--- src/rtl/weight_row_updater_if.sv ---
// Bus between the weight row updater, its delta producer/requester and the weight RAM.
// The master modport is the updater side; the slave modport is the environment.
interface weight_row_updater_if #(
   parameter int WIDTH  = 10,
   parameter int WORDS  = 10,
   parameter int ADDR_W = 5,
   parameter int ROW_W  = 2
);
   logic                    Start;
   logic [ROW_W-1:0]        Row;
   logic signed [WIDTH-1:0] Delta;
   logic                    Delta_Valid;
   logic                    Delta_Ready;
   logic                    Busy;
   logic                    Done;
   logic                    Error;
   logic [ADDR_W-1:0]       Ram_Address;
   logic                    Ram_WE;
   logic signed [WIDTH-1:0] Ram_D [0:WORDS-1];
   logic signed [WIDTH-1:0] Ram_Q [0:WORDS-1];

   modport master (
      input  Start, Row, Delta, Delta_Valid, Ram_Q,
      output Delta_Ready, Busy, Done, Error, Ram_Address, Ram_WE, Ram_D
   );

   modport slave (
      output Start, Row, Delta, Delta_Valid, Ram_Q,
      input  Delta_Ready, Busy, Done, Error, Ram_Address, Ram_WE, Ram_D
   );
endinterface

--- src/rtl/weight_row_updater.sv ---
// Read-modify-write of one weight RAM row: read, add WORDS saturating signed deltas, write back.
// Done 13 edges after Start with deltas streaming; Delta_Valid may stall indefinitely in COLLECT.
module weight_row_updater #(
   parameter int WIDTH  = 10,
   parameter int WORDS  = 10,
   parameter int ROWS   = 3,
   parameter int ADDR_W = 5,
   parameter int ROW_W  = 2
) (
   input logic                  Clock,
   input logic                  Reset_n,
   weight_row_updater_if.master bus
);
   localparam int CNT_W = $clog2(WORDS);
   localparam logic [CNT_W-1:0] LAST = CNT_W'(WORDS - 1);
   localparam logic signed [WIDTH-1:0] W_MAX = {1'b0, {(WIDTH-1){1'b1}}};
   localparam logic signed [WIDTH-1:0] W_MIN = {1'b1, {(WIDTH-1){1'b0}}};

   localparam logic [2:0] IDLE    = 3'd0;
   localparam logic [2:0] READ    = 3'd1;
   localparam logic [2:0] WAIT    = 3'd2;
   localparam logic [2:0] COLLECT = 3'd3;
   localparam logic [2:0] WRITE   = 3'd4;

   logic [2:0]              state;
   logic [CNT_W-1:0]        counter;
   logic signed [WIDTH-1:0] buffer [0:WORDS-1];
   logic signed [WIDTH:0]   sum_ext;
   logic signed [WIDTH-1:0] sat_word;
   logic                    accept;
   logic                    row_ok;
   logic [ADDR_W-1:0]       row_base;

   assign row_ok   = (32'(bus.Row) < ROWS);
   assign row_base = ADDR_W'(bus.Row) * ADDR_W'(WORDS);
   assign accept   = bus.Delta_Valid & bus.Delta_Ready;
   assign bus.Ram_D = buffer;

   // One guard bit is enough: overflow shows up as the top two bits disagreeing.
   assign sum_ext = $signed({buffer[counter][WIDTH-1], buffer[counter]})
                  + $signed({bus.Delta[WIDTH-1], bus.Delta});

   always_comb begin
      sat_word = sum_ext[WIDTH-1:0];
      if (sum_ext[WIDTH] != sum_ext[WIDTH-1])
         sat_word = sum_ext[WIDTH] ? W_MIN : W_MAX;
   end

   always_ff @(posedge Clock or negedge Reset_n) begin
      if (!Reset_n) begin
         state           <= IDLE;
         counter         <= '0;
         bus.Busy        <= 1'b0;
         bus.Done        <= 1'b0;
         bus.Error       <= 1'b0;
         bus.Delta_Ready <= 1'b0;
         bus.Ram_WE      <= 1'b0;
         bus.Ram_Address <= '0;
         for (int i = 0; i < WORDS; i++)
            buffer[i] <= '0;
      end else begin
         bus.Done  <= 1'b0;
         bus.Error <= 1'b0;
         case (state)
            IDLE: begin
               if (bus.Start) begin
                  if (row_ok) begin
                     state           <= READ;
                     bus.Ram_Address <= row_base;
                     bus.Busy        <= 1'b1;
                  end else begin
                     bus.Error <= 1'b1;
                  end
               end
            end
            READ: state <= WAIT;
            WAIT: begin
               for (int i = 0; i < WORDS; i++)
                  buffer[i] <= bus.Ram_Q[i];
               counter         <= '0;
               bus.Delta_Ready <= 1'b1;
               state           <= COLLECT;
            end
            COLLECT: begin
               if (accept) begin
                  buffer[counter] <= sat_word;
                  if (counter == LAST) begin
                     counter         <= '0;
                     bus.Delta_Ready <= 1'b0;
                     bus.Ram_WE      <= 1'b1;
                     state           <= WRITE;
                  end else begin
                     counter <= counter + 1'b1;
                  end
               end
            end
            WRITE: begin
               bus.Ram_WE      <= 1'b0;
               bus.Done        <= 1'b1;
               bus.Busy        <= 1'b0;
               bus.Ram_Address <= '0;
               state           <= IDLE;
            end
            default: state <= IDLE;
         endcase
      end
   end
endmodule

--- src/flat_wrapper.sv ---
// flat-port wrapper written by rule: the top's interface ports become plain ports
module weight_row_updater_flat 
#(
   parameter int WIDTH  = 10,
   parameter int WORDS  = 10,
   parameter int ROWS   = 3,
   parameter int ADDR_W = 5,
   parameter int ROW_W  = 2
)
  (Clock, Reset_n, bus_Start, bus_Row, bus_Delta, bus_Delta_Valid, bus_Ram_Q, bus_Delta_Ready, bus_Busy, bus_Done, bus_Error, bus_Ram_Address, bus_Ram_WE, bus_Ram_D);
  weight_row_updater_if #(.WIDTH(WIDTH), .WORDS(WORDS), .ADDR_W(ADDR_W), .ROW_W(ROW_W)) bus_i ();
  input logic Clock;
  input logic Reset_n;
  input wire logic [$bits(bus_i.Start)-1:0] bus_Start;
  input wire logic [$bits(bus_i.Row)-1:0] bus_Row;
  input wire logic [$bits(bus_i.Delta)-1:0] bus_Delta;
  input wire logic [$bits(bus_i.Delta_Valid)-1:0] bus_Delta_Valid;
  input wire logic [$bits(bus_i.Ram_Q)-1:0] bus_Ram_Q;
  output wire logic [$bits(bus_i.Delta_Ready)-1:0] bus_Delta_Ready;
  output wire logic [$bits(bus_i.Busy)-1:0] bus_Busy;
  output wire logic [$bits(bus_i.Done)-1:0] bus_Done;
  output wire logic [$bits(bus_i.Error)-1:0] bus_Error;
  output wire logic [$bits(bus_i.Ram_Address)-1:0] bus_Ram_Address;
  output wire logic [$bits(bus_i.Ram_WE)-1:0] bus_Ram_WE;
  output wire logic [$bits(bus_i.Ram_D)-1:0] bus_Ram_D;
  assign bus_i.Start = bus_Start;
  assign bus_i.Row = bus_Row;
  assign bus_i.Delta = bus_Delta;
  assign bus_i.Delta_Valid = bus_Delta_Valid;
  assign bus_i.Ram_Q = {>>{bus_Ram_Q}};
  assign bus_Delta_Ready = bus_i.Delta_Ready;
  assign bus_Busy = bus_i.Busy;
  assign bus_Done = bus_i.Done;
  assign bus_Error = bus_i.Error;
  assign bus_Ram_Address = bus_i.Ram_Address;
  assign bus_Ram_WE = bus_i.Ram_WE;
  assign bus_Ram_D = {>>{bus_i.Ram_D}};
  weight_row_updater #(.WIDTH(WIDTH), .WORDS(WORDS), .ROWS(ROWS), .ADDR_W(ADDR_W), .ROW_W(ROW_W)) u_core (.Clock(Clock), .Reset_n(Reset_n), .bus(bus_i));
endmodule
--- config.mk ---
export PLATFORM = sky130hd
export DESIGN_NAME = weight_row_updater_flat
export DESIGN_NICKNAME = d
export VERILOG_FILES = /design/src/rtl/weight_row_updater_if.sv /design/src/rtl/weight_row_updater.sv /design/src/flat_wrapper.sv
export SDC_FILE = /design/constraint.sdc
export NUM_CORES = 1
export LEC_CHECK = 0
export CAP_MARGIN = 20
export CORE_ASPECT_RATIO = 1.4
export CORE_UTILIZATION = 50
export CTS_CLUSTER_SIZE = 12
export DETAILED_ROUTE_END_ITERATION = 16
export GPL_ROUTABILITY_DRIVEN = 0
export GPL_TIMING_DRIVEN = 0
export PLACE_DENSITY = 0.93
export SLEW_MARGIN = 10
export SYNTH_ARGS = -nofsm -noshare
export SYNTH_HDL_FRONTEND = slang
export SYNTH_SLANG_ARGS = --single-unit
--- constraint.sdc ---
create_clock -name Clock -period 6.82 [get_ports Clock]
set_input_delay 1.364 -clock Clock [delete_from_list [all_inputs] [get_ports Clock]]
set_output_delay 1.364 -clock Clock [all_outputs]
set_load 0.1 [all_outputs]
==> flow_metrics.py <==
metrics = {
    "grt": {
        "grt_use_total": 0.4032,
        "grt_pass1_vias": 7897,
        "grt_pass1_wl_um": 43040,
        "antenna_found_initial": 0,
        "grt_overflow": 0,
        "grt_max_degree": 62,
    },
    "logic_synthesis": {
        "synth_top_flop_cell": "dfrtp_1",
        "synth_top_cell_area_share": 0.4051,
        "synth_edf_count": 0,
        "synth-async-reset-ratio": 1.000,
        "synth.avg_cell_area_um2": 9.753,
        "yosysUniqueCellTypes": 70,
        "synth.area.top_cells": "dfrtp_1 41%, a21oi_1 7.0%, and3_1 6.4%",
        "syn-num-nets": 849,
        "ys_ff_latch": 114,
        "seq_area_frac_synth": 0.4051,
        "synth_cells": 722,
        "synth_area_um2": 7042,
        "synth_largest_area_cell": "dfrtp_1",
        "ys_warn_count": 0,
    },
    "timing": {
        "min_period_over_period": 0.7470,
        "max_clock_freq_mhz": 196.3,
        "worst_pin_slew_ns": 1.102,
        "hold_viol": 0,
        "fin_tns_setup_ns": 0,
        "rsz0062_at_grt": "no",
        "finalCriticalPeriod_ns": 5.095,
        "slew_headroom": 0.2603,
        "setup_viol": 0,
        "finClkSkew_ns": 0.009488,
        "slew_viol_final": 0,
    },
    "final_layout": {
        "nNetsFinal": 1093,
        "fin_util": 0.7467,
        "final_cell_area_um2": 10140,
        "diodes": 0,
        "area_delta_synth_final_pct": 43.96,
        "final_common_cell": "clkdlybuf4s50_1",
        "layout_common_cells": "223 x clkdlybuf4s50_1, 114 x dfrtp_1, 99 x a21oi_1",
        "drive_above_1_share": 0.1144,
    },
    "floorplanning": {
        "core-area_um2": 13580,
        "num_io_pins": 226,
        "start_util": 0.5187,
        "die_h_um": 142.4,
        "die_w_um": 102.3,
        "num_rows": 50,
        "die_area_um2": 14570,
    },
    "hold_path": {
        "hold_path.class": "reg -> reg",
        "min_from": "u_core.bus.Ram_WE$_DFFE_PN0P_",
        "hold_depth": 2,
    },
    "job": {
        "max_cap_viol_count": 0,
    },
    "critical_path": {
        "rr_startpoint": "u_core.counter[1]$_DFFE_PN0P_",
        "worstRegToRegCells": 15,
        "end_kind": "register",
        "critical_path_arrival_ns": 5.36,
        "crit_start": "u_core.counter[1]$_DFFE_PN0P_",
        "worstSetupStartpointType": "register",
        "crit_type": "reg -> reg",
        "cp_max_fo": 10,
        "worst-endpoint-required_ns": 7.09,
        "reg2reg_slack_ns": 1.73,
    },
    "clocking": {
        "cts.sinks": 114,
        "postCtsSetupRepairBufs": 0,
        "root_buffer": "clkbuf_16",
        "htree_levels": 4,
        "clk_pin_slew_worst_paths_ns": 0.06,
        "post_cts_resized": 0,
        "cts_tree": "yes",
        "hold_buffers": 0,
        "cts_max_path_buffers": 2,
        "cts_buffers": 17,
        "clk_latency_ns": 0.43,
    },
    "route": {
        "wl_um": 28490,
        "dr.pass1.iters": 9,
        "first_iter_violations": 1069,
        "ant_nets": 0,
        "drc": 0,
        "via_per_inst": 6.780,
        "via_count": 7871,
        "routedWlPerCell_um": 24.54,
    },
    "place": {
        "dpl.hpwl_um": 19520,
        "io_buffers": 224,
        "placed_area_um2": 9540,
    },
    "run_status": {
        "run_status": "finished clean",
    },
}
[stage by stage]
step                      hold slack, ns  setup WS (ns)  cells
after floorplan                   0.5005          3.151    722
after global placement            0.4811        0.05278   1128
after detailed placement          0.4921          1.972   1129
after CTS                         0.5076          1.906   1161
after global routing              0.5283          1.599   1161
final                             0.4994          1.725   1161
[cell usage after synthesis, drive strengths merged, types with 6 or more instances]
cell,n
nor2,34
dfrtp,114
nand4,8
o21ai,115
nand3,7
nand2,25
clkbuf,29
mux4,20
nand2b,6
a21oi,105
buf,27
nor3,17
mux2i,10
inv,10
o31ai,15
o32ai,16
ha,10
a22oi,23
and3,72
[worst max-delay path, cell delays in order (launching register included)]
cell and delay, ns:
dfrtp_1 0.48, clkbuf_1 0.46, clkbuf_1 0.65, mux4_2 0.41, mux2i_1 0.10, o21ai_0 0.22
ha_1 0.24, inv_1 0.07, fa_1 0.40, nand2b_1 0.21, a21oi_4 0.32, o31a_1 0.23
buf_6 0.17, xnor2_1 0.12, a211oi_4 0.62, o21ai_0 0.24
[final cells by class]
type | count | area, um^2
multi-input cells | 540 | 3815
fillers | 917 | 3438
flip-flops and latches | 114 | 2853
repair buffers | 225 | 2271
clock buffers | 17 | 425.4
plain buffers | 57 | 332.8
well taps | 182 | 227.7
clock inverters | 15 | 171.4
inverters | 11 | 41.29
[sequential cells by signal, summed over array words and instances (netlist names)]
signal                  count
u_core.bus.Ram_D          100
u_core.bus.Ram_Address      2
u_core.bus.Ram_WE           1
u_core.state                3
u_core.bus.Error            1
u_core.counter              4
u_core.bus.Delta_Ready      1
u_core.bus.Busy             1
u_core.bus.Done             1
[kinds of logic (layout without fill, tap and decap cells)]
kind of cell    Yosys count  in the layout  synth area share
other cells               1              1         0.0005325
flops                   114            114            0.4051
fa+ha+maj                11             11           0.02061
mux                      31             31           0.08031
simple gates            182            182            0.1432
buf+inv                  68            325           0.05313
compound gates          310            310            0.2909
xor+xnor                  5              5          0.006219
[routing by layer]
| layer | GRT usage | vias to the layer above | routed length (um) |
|---|---|---|---|
| met5 | 0 | - | 0 |
| met2 | 0.6517 | 741 | 13840 |
| met4 | 0.3271 | 0 | 2483 |
| met3 | 0.08841 | 185 | 3405 |
| met1 | 0.4512 | 3698 | 8761 |
| li1 | - | 3247 | - |
[final timing paths]
path / end
worst max-delay path: u_core.bus.Ram_D[72]$_DFFE_PN0P_
worst min-delay path: u_core.bus.Ram_WE$_DFFE_PN0P_
worst max register to register: u_core.bus.Ram_D[72]$_DFFE_PN0P_
worst min register to register: u_core.bus.Ram_WE$_DFFE_PN0P_
max in group asynchronous: u_core.bus.Ram_D[74]$_DFFE_PN0P_
min in group asynchronous: u_core.bus.Ram_D[29]$_DFFE_PN0P_
Power is left out: the tool's default activity adds up to more than one toggle a clock period on the data nets, which glitch-free logic cannot reach.
